--- config.mk ---
export PLATFORM = sky130hd
export DESIGN_NAME = x86_regfile_v2
export DESIGN_NICKNAME = d
export VERILOG_FILES = /design/src/rtl/x86_regfile_v2_pkg.sv /design/src/rtl/x86_regfile_v2_lane_merge.sv /design/src/rtl/x86_regfile_v2.sv
export SDC_FILE = /design/constraint.sdc
export NUM_CORES = 1
export LEC_CHECK = 0
export ABC_AREA = 1
export ABC_CLOCK_PERIOD_IN_PS = 7900
export BUFFER_PORTS_ARGS = -buffer_cell sky130_fd_sc_hd__buf_2
export CAP_MARGIN = 20
export CORE_MARGIN = 1
export CORE_UTILIZATION = 45
export CTS_CLUSTER_SIZE = 30
export DETAILED_ROUTE_END_ITERATION = 6
export GPL_ROUTABILITY_DRIVEN = 0
export GPL_TIMING_DRIVEN = 0
export SLEW_MARGIN = 0
export SYNTH_ARGS = -nofsm -noshare
export SYNTH_HDL_FRONTEND = slang
export SYNTH_SLANG_ARGS = --single-unit
--- constraint.sdc ---
create_clock -name clk -period 7.9 [get_ports clk]
set_input_delay 1.185 -clock clk [delete_from_list [all_inputs] [get_ports clk]]
set_output_delay 1.185 -clock clk [all_outputs]
set_load 0.05 [all_outputs]
--- src/rtl/x86_regfile_v2_pkg.sv ---
// Package regfile_pkg: shared constants and helpers for the x86-style register file.
// Contents:
//   MODE_*          access mode encoding used by the write and read ports
//   REG_*           architectural register indices in the default 9-entry layout
//   access_mode_t   typed view of the mode encoding
//   is_byte_reg()   true when an index addresses a register with HI/LO lanes
package regfile_pkg;

    typedef enum logic [1:0] {
        ACC_WORD = 2'b00,
        ACC_LO   = 2'b01,
        ACC_HI   = 2'b10,
        ACC_RSVD = 2'b11
    } access_mode_t;

    localparam logic [1:0] MODE_WORD = 2'b00;
    localparam logic [1:0] MODE_LO   = 2'b01;
    localparam logic [1:0] MODE_HI   = 2'b10;
    localparam logic [1:0] MODE_RSVD = 2'b11;

    localparam int unsigned REG_AX = 32'd0;
    localparam int unsigned REG_BX = 32'd1;
    localparam int unsigned REG_CX = 32'd2;
    localparam int unsigned REG_DX = 32'd3;
    localparam int unsigned REG_SP = 32'd4;
    localparam int unsigned REG_BP = 32'd5;
    localparam int unsigned REG_SI = 32'd6;
    localparam int unsigned REG_DI = 32'd7;
    localparam int unsigned REG_IP = 32'd8;

    // Only the low registers expose separate byte lanes.
    function automatic logic is_byte_reg(input int unsigned idx, input int unsigned byte_regs);
        return (idx < byte_regs);
    endfunction

endpackage

--- src/rtl/x86_regfile_v2_lane_merge.sv ---
// regfile_lane_merge: combinational next-value builder for a register write.
// Ports:
//   old_val  in   current register contents
//   data     in   write data
//   mode     in   WORD / LO / HI (reserved leaves the value untouched)
//   src_hi   in   lane writes take their byte from the upper lane of data
//   new_val  out  merged register value
module regfile_lane_merge
    import regfile_pkg::*;
#(
    parameter int unsigned DATA_W = 32'd16
) (
    input  logic [DATA_W-1:0] old_val,
    input  logic [DATA_W-1:0] data,
    input  logic [1:0]        mode,
    input  logic              src_hi,
    output logic [DATA_W-1:0] new_val
);

    localparam int unsigned LANE_W = DATA_W / 32'd2;

    logic [LANE_W-1:0] src_lane_s;

    // Pick the source byte, then splice it into the addressed lane.
    always_comb begin
        if (src_hi) begin
            src_lane_s = data[DATA_W-1:LANE_W];
        end else begin
            src_lane_s = data[LANE_W-1:0];
        end
        case (mode)
            MODE_WORD: new_val = data;
            MODE_LO:   new_val = {old_val[DATA_W-1:LANE_W], src_lane_s};
            MODE_HI:   new_val = {src_lane_s, old_val[LANE_W-1:0]};
            default:   new_val = old_val;
        endcase
    end

endmodule

--- src/rtl/x86_regfile_v2.sv ---
// x86_regfile_v2: parametrised x86-style register file.
// One write port with WORD/LO/HI lane modes, two registered read ports that
// return the post-edge register value (same-cycle writes are forwarded), and
// an IP auto-increment. Index NUM_REGS-1 is IP.
// Ports:
//   clk, reset                       clock, synchronous active-high reset
//   snap_save, snap_restore          shadow bank control (REGFILE_SNAPSHOT_EN only)
//   wr_en/idx/mode/src_hi/data       write request
//   wr_err                           one-cycle pulse for a rejected write
//   rdN_en/idx/mode/align_hi         read request, N = 0,1
//   rdN_valid, rdN_data              read result one cycle after rdN_en
//   ip_inc, ip_step                  IP += ip_step
//   ip_out                           current IP
// Build option: define REGFILE_SNAPSHOT_EN to add the shadow register bank.
module x86_regfile_v2
    import regfile_pkg::*;
#(
    parameter int unsigned DATA_W    = 32'd16,
    parameter int unsigned NUM_REGS  = 32'd9,
    parameter int unsigned BYTE_REGS = 32'd4,
    parameter int unsigned STEP_W    = 32'd3
) (
    input  logic                        clk,
    input  logic                        reset,
`ifdef REGFILE_SNAPSHOT_EN
    input  logic                        snap_save,
    input  logic                        snap_restore,
`endif
    input  logic                        wr_en,
    input  logic [$clog2(NUM_REGS)-1:0] wr_idx,
    input  logic [1:0]                  wr_mode,
    input  logic                        wr_src_hi,
    input  logic [DATA_W-1:0]           wr_data,
    output logic                        wr_err,
    input  logic                        rd0_en,
    input  logic [$clog2(NUM_REGS)-1:0] rd0_idx,
    input  logic [1:0]                  rd0_mode,
    input  logic                        rd0_align_hi,
    output logic                        rd0_valid,
    output logic [DATA_W-1:0]           rd0_data,
    input  logic                        rd1_en,
    input  logic [$clog2(NUM_REGS)-1:0] rd1_idx,
    input  logic [1:0]                  rd1_mode,
    input  logic                        rd1_align_hi,
    output logic                        rd1_valid,
    output logic [DATA_W-1:0]           rd1_data,
    input  logic                        ip_inc,
    input  logic [STEP_W-1:0]           ip_step,
    output logic [DATA_W-1:0]           ip_out
);

    localparam int unsigned LANE_W = DATA_W / 32'd2;
    localparam int unsigned IP_IDX = NUM_REGS - 32'd1;

    logic [DATA_W-1:0] regs_r      [NUM_REGS];
    logic [DATA_W-1:0] regs_next_s [NUM_REGS];
    logic [DATA_W-1:0] wr_old_s;
    logic [DATA_W-1:0] wr_new_s;
    logic [DATA_W-1:0] ip_sum_s;
    logic [DATA_W-1:0] rd0_pick_s;
    logic [DATA_W-1:0] rd1_pick_s;
    logic              wr_ok_s;
    logic              restore_s;

    // An access is legal when the index exists and lane modes hit a byte register.
    function automatic logic access_ok(input int unsigned idx, input logic [1:0] mode);
        logic ok;
        if (idx >= NUM_REGS) begin
            ok = 1'b0;
        end else begin
            case (mode)
                MODE_WORD: ok = 1'b1;
                MODE_LO:   ok = is_byte_reg(idx, BYTE_REGS);
                MODE_HI:   ok = is_byte_reg(idx, BYTE_REGS);
                default:   ok = 1'b0;
            endcase
        end
        return ok;
    endfunction

    // Shape a register value for a read port: lane reads land in the chosen
    // half with the other half zero; illegal accesses read as zero.
    function automatic logic [DATA_W-1:0] lane_shape(input logic [DATA_W-1:0] v,
                                                     input logic ok,
                                                     input logic [1:0] mode,
                                                     input logic align_hi);
        logic [LANE_W-1:0] lane;
        logic [DATA_W-1:0] res;
        if (mode == MODE_HI) begin
            lane = v[DATA_W-1:LANE_W];
        end else begin
            lane = v[LANE_W-1:0];
        end
        case (mode)
            MODE_WORD: res = v;
            MODE_LO,
            MODE_HI: begin
                if (align_hi) begin
                    res = {lane, {LANE_W{1'b0}}};
                end else begin
                    res = {{LANE_W{1'b0}}, lane};
                end
            end
            default:   res = {DATA_W{1'b0}};
        endcase
        if (!ok) begin
            res = {DATA_W{1'b0}};
        end else begin
            res = res;
        end
        return res;
    endfunction

`ifdef REGFILE_SNAPSHOT_EN
    logic [DATA_W-1:0] shadow_r [NUM_REGS];
    assign restore_s = snap_restore;
`else
    assign restore_s = 1'b0;
`endif

    assign wr_ok_s  = access_ok(32'(wr_idx), wr_mode);
    assign ip_sum_s = regs_r[IP_IDX] + {{(DATA_W-STEP_W){1'b0}}, ip_step};
    assign ip_out   = regs_r[IP_IDX];

    // Fetch the current contents of the write target for lane merging.
    always_comb begin
        wr_old_s = {DATA_W{1'b0}};
        for (int unsigned i = 0; i < NUM_REGS; i++) begin
            if (32'(wr_idx) == i) begin
                wr_old_s = regs_r[i];
            end else begin
                wr_old_s = wr_old_s;
            end
        end
    end

    regfile_lane_merge #(
        .DATA_W (DATA_W)
    ) u_lane_merge (
        .old_val (wr_old_s),
        .data    (wr_data),
        .mode    (wr_mode),
        .src_hi  (wr_src_hi),
        .new_val (wr_new_s)
    );

    // Next-state of every register: restore > accepted write > IP increment.
    always_comb begin
        for (int unsigned i = 0; i < NUM_REGS; i++) begin
            regs_next_s[i] = regs_r[i];
`ifdef REGFILE_SNAPSHOT_EN
            if (snap_restore) begin
                regs_next_s[i] = shadow_r[i];
            end else
`endif
            if (wr_en && wr_ok_s && (32'(wr_idx) == i)) begin
                regs_next_s[i] = wr_new_s;
            end else if (ip_inc && (i == IP_IDX)) begin
                regs_next_s[i] = ip_sum_s;
            end else begin
                regs_next_s[i] = regs_r[i];
            end
        end
    end

    // Read port 0 selects from next-state values so same-cycle updates forward.
    always_comb begin
        rd0_pick_s = {DATA_W{1'b0}};
        for (int unsigned i = 0; i < NUM_REGS; i++) begin
            if (32'(rd0_idx) == i) begin
                rd0_pick_s = regs_next_s[i];
            end else begin
                rd0_pick_s = rd0_pick_s;
            end
        end
        rd0_pick_s = lane_shape(rd0_pick_s, access_ok(32'(rd0_idx), rd0_mode),
                                rd0_mode, rd0_align_hi);
    end

    // Read port 1, identical to port 0 and fully independent of it.
    always_comb begin
        rd1_pick_s = {DATA_W{1'b0}};
        for (int unsigned i = 0; i < NUM_REGS; i++) begin
            if (32'(rd1_idx) == i) begin
                rd1_pick_s = regs_next_s[i];
            end else begin
                rd1_pick_s = rd1_pick_s;
            end
        end
        rd1_pick_s = lane_shape(rd1_pick_s, access_ok(32'(rd1_idx), rd1_mode),
                                rd1_mode, rd1_align_hi);
    end

    // Register state, read outputs and the write-error pulse.
    always_ff @(posedge clk) begin
        if (reset) begin
            for (int unsigned i = 0; i < NUM_REGS; i++) begin
                regs_r[i] <= {DATA_W{1'b0}};
            end
            wr_err    <= 1'b0;
            rd0_valid <= 1'b0;
            rd0_data  <= {DATA_W{1'b0}};
            rd1_valid <= 1'b0;
            rd1_data  <= {DATA_W{1'b0}};
        end else begin
            for (int unsigned i = 0; i < NUM_REGS; i++) begin
                regs_r[i] <= regs_next_s[i];
            end
            // A restore swallows the write entirely, including its error.
            wr_err    <= wr_en && !wr_ok_s && !restore_s;
            rd0_valid <= rd0_en;
            rd1_valid <= rd1_en;
            if (rd0_en) begin
                rd0_data <= rd0_pick_s;
            end else begin
                rd0_data <= rd0_data;
            end
            if (rd1_en) begin
                rd1_data <= rd1_pick_s;
            end else begin
                rd1_data <= rd1_data;
            end
        end
    end

`ifdef REGFILE_SNAPSHOT_EN
    // Shadow bank: save captures the live registers unless a restore is pending.
    always_ff @(posedge clk) begin
        if (reset) begin
            for (int unsigned i = 0; i < NUM_REGS; i++) begin
                shadow_r[i] <= {DATA_W{1'b0}};
            end
        end else if (snap_save && !snap_restore) begin
            for (int unsigned i = 0; i < NUM_REGS; i++) begin
                shadow_r[i] <= regs_r[i];
            end
        end else begin
            for (int unsigned i = 0; i < NUM_REGS; i++) begin
                shadow_r[i] <= shadow_r[i];
            end
        end
    end
`endif

endmodule

# After elaboration in Yosys (flattened, before gate mapping)
# Memory sizes are Yosys's and may differ from the RTL's.
# Index checks and enable logic that the tools add are counted.
[word_totals]
ff_bits = 35
ramBits = 144
in_bits = 46
output_inout_bits = 51
wordCells = 138
mem_count = 1
[op_classes]
addsub = 1
order_cmp = 6
eq_ne = 30
mux = 65
n_bitwise = 9
reduce_logical = 21
[memory_table]
columns = ["name", "words", "width", "rd", "rd_clocked_by_memory_dff", "wr", "line", "rtl"]
rows = [
  ["regs_r", 9, 16, 9, 0, 9, "x86_regfile_v2.sv:55", "logic [DATA_W-1:0] regs_r [NUM_REGS];"],
]
[op_table]
columns = ["op", "n"]
rows = [
  ["two-way mux 16 bit", 50],
  ["one-hot mux 16 bit (2 select lines)", 2],
  ["equality test 4 x 3 -> 1 bit (second input constant)", 12],
  ["one-hot mux 16 bit (3 select lines)", 1],
  ["equality test 4 x 2 -> 1 bit (second input constant)", 6],
  ["two-way mux 8 bit", 3],
  ["adder 16 x 3 -> 16 bit", 1],
  ["equality test 4 x 1 -> 1 bit (second input constant)", 3],
  ["equality test 4 bit (second input constant)", 3],
  [">= comparator 4 bit (second input constant)", 3],
  ["logical NOT 4 bit", 3],
  ["less-than comparator 4 x 3 -> 1 bit (second input constant)", 3],
  ["logical AND 1 bit", 11],
  ["bitwise OR 1 bit", 9],
  ["equality test 2 x 1 -> 1 bit (second input constant)", 3],
  ["equality test 2 bit (second input constant)", 3],
  ["logical NOT 2 bit", 3],
  ["two-way mux 1 bit", 6],
  ["one-hot mux 1 bit (2 select lines)", 3],
  ["OR reduction 2 bit", 3],
  ["logical NOT 1 bit", 1],
]

# Logic depth before layout (Yosys ltp)
[logic_depth]
depth_word = 25
ltp_mapped = 25

# Hierarchy
# Synthesis repeated with hierarchy kept, for this count alone.
[unflattened]
hier_cells = 2102
hier_area_um2 = 12296.8
[by_module_without_submodules]
columns = ["mod", "instances", "cells_each", "area_per_inst_um2"]
rows = [
  ["x86_regfile_v2", 1, 1988, 11781.3],
  ["regfile_lane_merge", 1, 114, 515.5],
]

# Worst setup path before layout
# No wires, ideal clock.
[synth_path]
kind = "input to register"
start = "input wr_mode[0]"
end = "register rd1_data[2]"
setup_time_ns = 0.132
arrival_time_ns = 3.192
required_ns = 7.768
path_slack_ns = 4.576
cell_stages = 19
path_buffers = 3
path_cell_list = "inv_1 > ha_1 > clkbuf_1 > a21o_1 > nand3_4 > nor2_1 > buf_2 > buf_4 > nand3_1 > nand2_1 > nor2_1 > nor2_1 > nand3_1 > o21ai_1 > nand4_1 > nand3_1 > nand2_1 > nand2_1 > a21oi_1"
[synth_via]
elab_chain_cells = 20
[synth_lines]
columns = ["item", "line", "rtl"]
rows = [
  ["start, declared", "x86_regfile_v2.sv:31", "input logic [1:0] wr_mode,"],
  ["equality test 2 x 1 -> 1 bit or equality test 2 bit (tied branches)", "x86_regfile_v2_lane_merge.sv:31, x86_regfile_v2.sv:71", ""],
  ["OR reduction 2 bit (no line)", "--", ""],
  ["one-hot mux 1 bit (2 select lines)", "x86_regfile_v2.sv:71", "case (mode)"],
  ["two-way mux 1 bit", "x86_regfile_v2.sv:68", "if (idx >= NUM_REGS) begin"],
  ["logical AND 1 bit (2 in series)", "x86_regfile_v2.sv:156", "if (wr_en && wr_ok_s && (32'(wr_idx) == i)) begin"],
  ["two-way mux 16 bit", "x86_regfile_v2.sv:156", ""],
  ["two-way mux 16 bit (8 in series)", "x86_regfile_v2.sv:184", "if (32'(rd1_idx) == i) begin"],
  ["two-way mux 16 bit (*)", "x86_regfile_v2.sv:184", ""],
  ["two-way mux 8 bit", "x86_regfile_v2.sv:89", "if (mode == MODE_HI) begin"],
  ["two-way mux 16 bit", "x86_regfile_v2.sv:98", "if (align_hi) begin"],
  ["one-hot mux 16 bit (2 select lines) (*)", "x86_regfile_v2.sv:94", "case (mode)"],
  ["two-way mux 16 bit (*)", "x86_regfile_v2.sv:106", "if (!ok) begin"],
  ["end signal, assigned", "x86_regfile_v2.sv:204", "rd1_data <= {DATA_W{1'b0}};"],
  ["end signal, assigned", "x86_regfile_v2.sv:219", "rd1_data <= rd1_pick_s;"],
  ["end signal, assigned", "x86_regfile_v2.sv:221", "rd1_data <= rd1_data;"],
  ["end, declared", "x86_regfile_v2.sv:46", "output logic [DATA_W-1:0] rd1_data,"],
]
# Mark *: on every way between the ends. The rest lies on a longest branch, timed or not.
# A chain may end at the register's enable or synchronous reset.

# Worst setup path after layout
[layout_path]
start = "input wr_mode[0]"
end = "register rd1_data[1]"
# Same word-level chain as after synthesis.

==> out/results.tsv <==
metric	value	unit
drtIter0Drc	1811	
finalSetupViolCount	0	
cp_num_buf_inv	5	
drtPass1Iterations	6	
area_growth	12.5	%
start_kind	input pin	
worstSetupPathType	in -> reg	
synth_top_area_share	28.8	%
place_inst	2545	
crit_top_cell	nand3_1	
cts.sinks	179	
clkLatencyLatePin	0.47	ns
critPathMaxStageDelay	0.32	ns
power_frac_clock	43.0	%
grt-ovfl-total	0	
seq_power_share	42.5	%
vias	14800	
hpwlAfterDp	41300	um
p_leak	6.50	nW
num_rows	60	
fin_crit_sh	53.5	%
synthArstFlopShare	0	%
cts_resized	0	
ys_seq_area_share	28.8	%
yosysTopAreaCell	dfxtp_1	
yosysWarnings	0	
fp.dieW	168	um
synth.area.top_cells	dfxtp_1 29%, nand2_1 20%, nand3_1 12%, nor2_1 6.9%, inv_1 5.3%	
yosys.cell_count.top_type	nand2_1	
final-hold-violation-count	0	
max_clock_freq	0.237	GHz
syn_nets	2166	
n_antenna_cell	0	
design.core.area	27000	um2
grt_usage	36.7	%
cts_root_buffer	clkbuf_16	
tns	0	ns
crit_chain	buf_2 > inv_1 > ha_1 > clkbuf_1 > a21o_1 > nand3_4 > nor2_1 > buf_2 > buf_4 > nand3_1 > nand3_1 > nand3_1 > o21ai_1 > nand3_1 > nand2_1 > nand3_1 > nand3_1 > nand2_1 > nand2_1 > a21oi_1	
ir_worst_vdd	0.138	mV
grt_setup_unrepaired	no	
grt_max_degree	20	
n_fill_cell	2907	
required	8.23	ns
drive_gt1_share	12.9	%
avgViaCountPerCell	5.76	
wl_per_cell	20.2	um
clk_path_buf_depth	2	
cp_slowest_cell	buf_2	
worst_pin_slew	1.07	ns
post_cts.repair.setup_buffers	0	
nNetsFinal	2285	
hp-class	reg -> reg	
drc	0	
p_per_area	154	nW/um2
fin_cells	2579	
outcome	finished clean	
synth_enable_flop_cells	0	
finClkSkew	0.0237	ns
path_clk_slew	0.08	ns
ys_ff_latch	179	
netlist_area	12400	um2
ys_top_cells_by_count	656 x nand2_1, 287 x nand3_1, 228 x nor2_1	
slew_violations	0	
slew_headroom	28.2	%
cts_made_buffers	17	
port_buffers	94	
intPower	1.44	mW
ant_nets	0	
cts_max_level	4	
grt_pass1_wl	77100	um
combPwrFrac	14.5	%
totalWireLength	52100	um
cpLargestDelayFamily	simple AND/OR/NAND/NOR gates	
yosysUniqueCellTypes	48	
end_kind	flop	
synth_area_per_cell	5.90	um2
cp.arrival	4.56	ns
netlist_instances	2106	
cp_max_fo	10	
initial_core_util	46.0	%
cts_tree	yes	
grt_pass1_vias	13200	
hold_buffers	0	
cap_violations	0	
fin_crit	4.23	ns
grt_antenna_before_repair	1	
fp.dieH	168	um
switching_share	33.0	%
io_pins	97	
synthFlopType	dfxtp_1	
power.switching	0.711	mW
die_area	28300	um2
==> worst reg2reg max path, cell delays in order, from the launching register on <==
cell     delay (ns)
dfxtp_1        0.38
ha_1           0.21
fa_1           0.19
nand2_1        0.05
inv_1          0.06
o21ai_0        0.10
nor2_1         0.30
nand3_1        0.15
nor4_1         0.34
nand2_1        0.16
xnor2_1        0.15
o21ai_0        0.69
nand2_1        0.18
nand3_1        0.15
nand2_1        0.08
nand2_1        0.06
nand2_1        0.07
nand2_1        0.07
a21oi_1        0.06
==> layout make-up <==
type	instances	area, um2	area share [%]
Inverter	208	781	5.58
Multi-Input combinational cell	1617	7570	54.1
Clock buffer	17	425	3.04
Sequential cell	179	3580	25.6
Timing Repair Buffer	100	505	3.62
Tap cell	341	427	3.05
Buffer	102	503	3.60
Clock inverter	15	186	1.33
==> cells by family (layout without fill, tap and decap cells) <==
logic type      after synthesis  after routing  share of synthesized area (%)
compound gates              227            227                           9.75
xor+xnor                     11             11                          0.775
fa+ha+maj                    14             14                           1.47
buf+inv                     310            442                           10.3
flops                       179            179                           28.8
mux                          11             11                          0.886
simple gates               1354           1354                           48.0
==> power by group through the flow <==
| stage | Sequential (mW) | Combinational [mW] | Clock (mW) |
|---|---|---|---|
| 5_1_grt | 0.916 | 0.332 | 0.959 |
| 6_report | 0.915 | 0.311 | 0.927 |
| 3_5_place_dp | 0.936 | 0.298 | 0 |
| 2_1_floorplan | 0.941 | 0.175 | 0 |
| 4_1_cts | 0.915 | 0.300 | 0.923 |
| 3_3_place_gp | 0.936 | 0.296 | 0 |
==> metrics by stage <==
step	cell area, um2	hold WS, ns	setup WS, ns	total power, mW	utilization [%]
after detailed placement	13400	0.454	3.34	1.23	49.4
after CTS	14000	0.467	3.82	2.14	51.7
final	14000	0.464	3.67	2.15	51.7
after global placement	13300	0.451	3.22	1.23	49.3
after floorplan	12400	0.482	4.58	1.12	-
after global routing	14000	0.486	3.50	2.21	51.7
==> routing by layer <==
layer / global-route usage, % / wire, um / share of wire, % / up-vias
met5: 0 / 13 / 0.025 / -
met4: 15.2 / 2000 / 3.8 / 2
met3: 8.46 / 5880 / 11 / 136
met2: 56.1 / 22000 / 42 / 817
met1: 49.7 / 22200 / 43 / 6901
li1: - / - / - / 6989
==> final timing paths <==
path                   from           to  slack [ns]  cells after the start
max              wr_mode[0]  rd1_data[1]        3.67                     20
min             rd0_data[2]  rd0_data[2]        0.46                      2
max reg2reg  regs_r[0][128]  rd1_data[6]        4.31                     18
min reg2reg     rd0_data[2]  rd0_data[2]        0.46                      2
==> sequential cells by signal (all words and copies together) (netlist names) <==
name and flops:
rd1_data 16, rd1_valid 1, rd0_data 16, wr_err 1, rd0_valid 1, regs_r 144
==> cell usage in the layout (no fill, tap or decap), types with 4 or more instances in the layout <==
master / netlist / routed
a21oi_1: 36 / 36
and2_1: 4 / 4
buf_2: 21 / 119
buf_4: 23 / 23
clkbuf_1: 54 / 54
clkbuf_16: 0 / 17
clkinv_1: 4 / 4
dfxtp_1: 179 / 179
ha_1: 13 / 13
inv_1: 177 / 177
inv_2: 27 / 27
inv_8: 0 / 5
mux2i_1: 11 / 11
nand2_1: 656 / 656
nand2_2: 13 / 13
nand3_1: 287 / 287
nand3b_1: 11 / 11
nand4_1: 45 / 45
nor2_1: 228 / 228
nor2_2: 6 / 6
nor2_4: 4 / 4
nor3_1: 14 / 13
nor3_2: 3 / 4
o21a_1: 7 / 7
o21ai_0: 111 / 111
o21ai_1: 59 / 59
or2_0: 5 / 5
or2_1: 23 / 23
or2_2: 49 / 49
xor2_1: 8 / 8
Power figures use the tool's default switching activity.
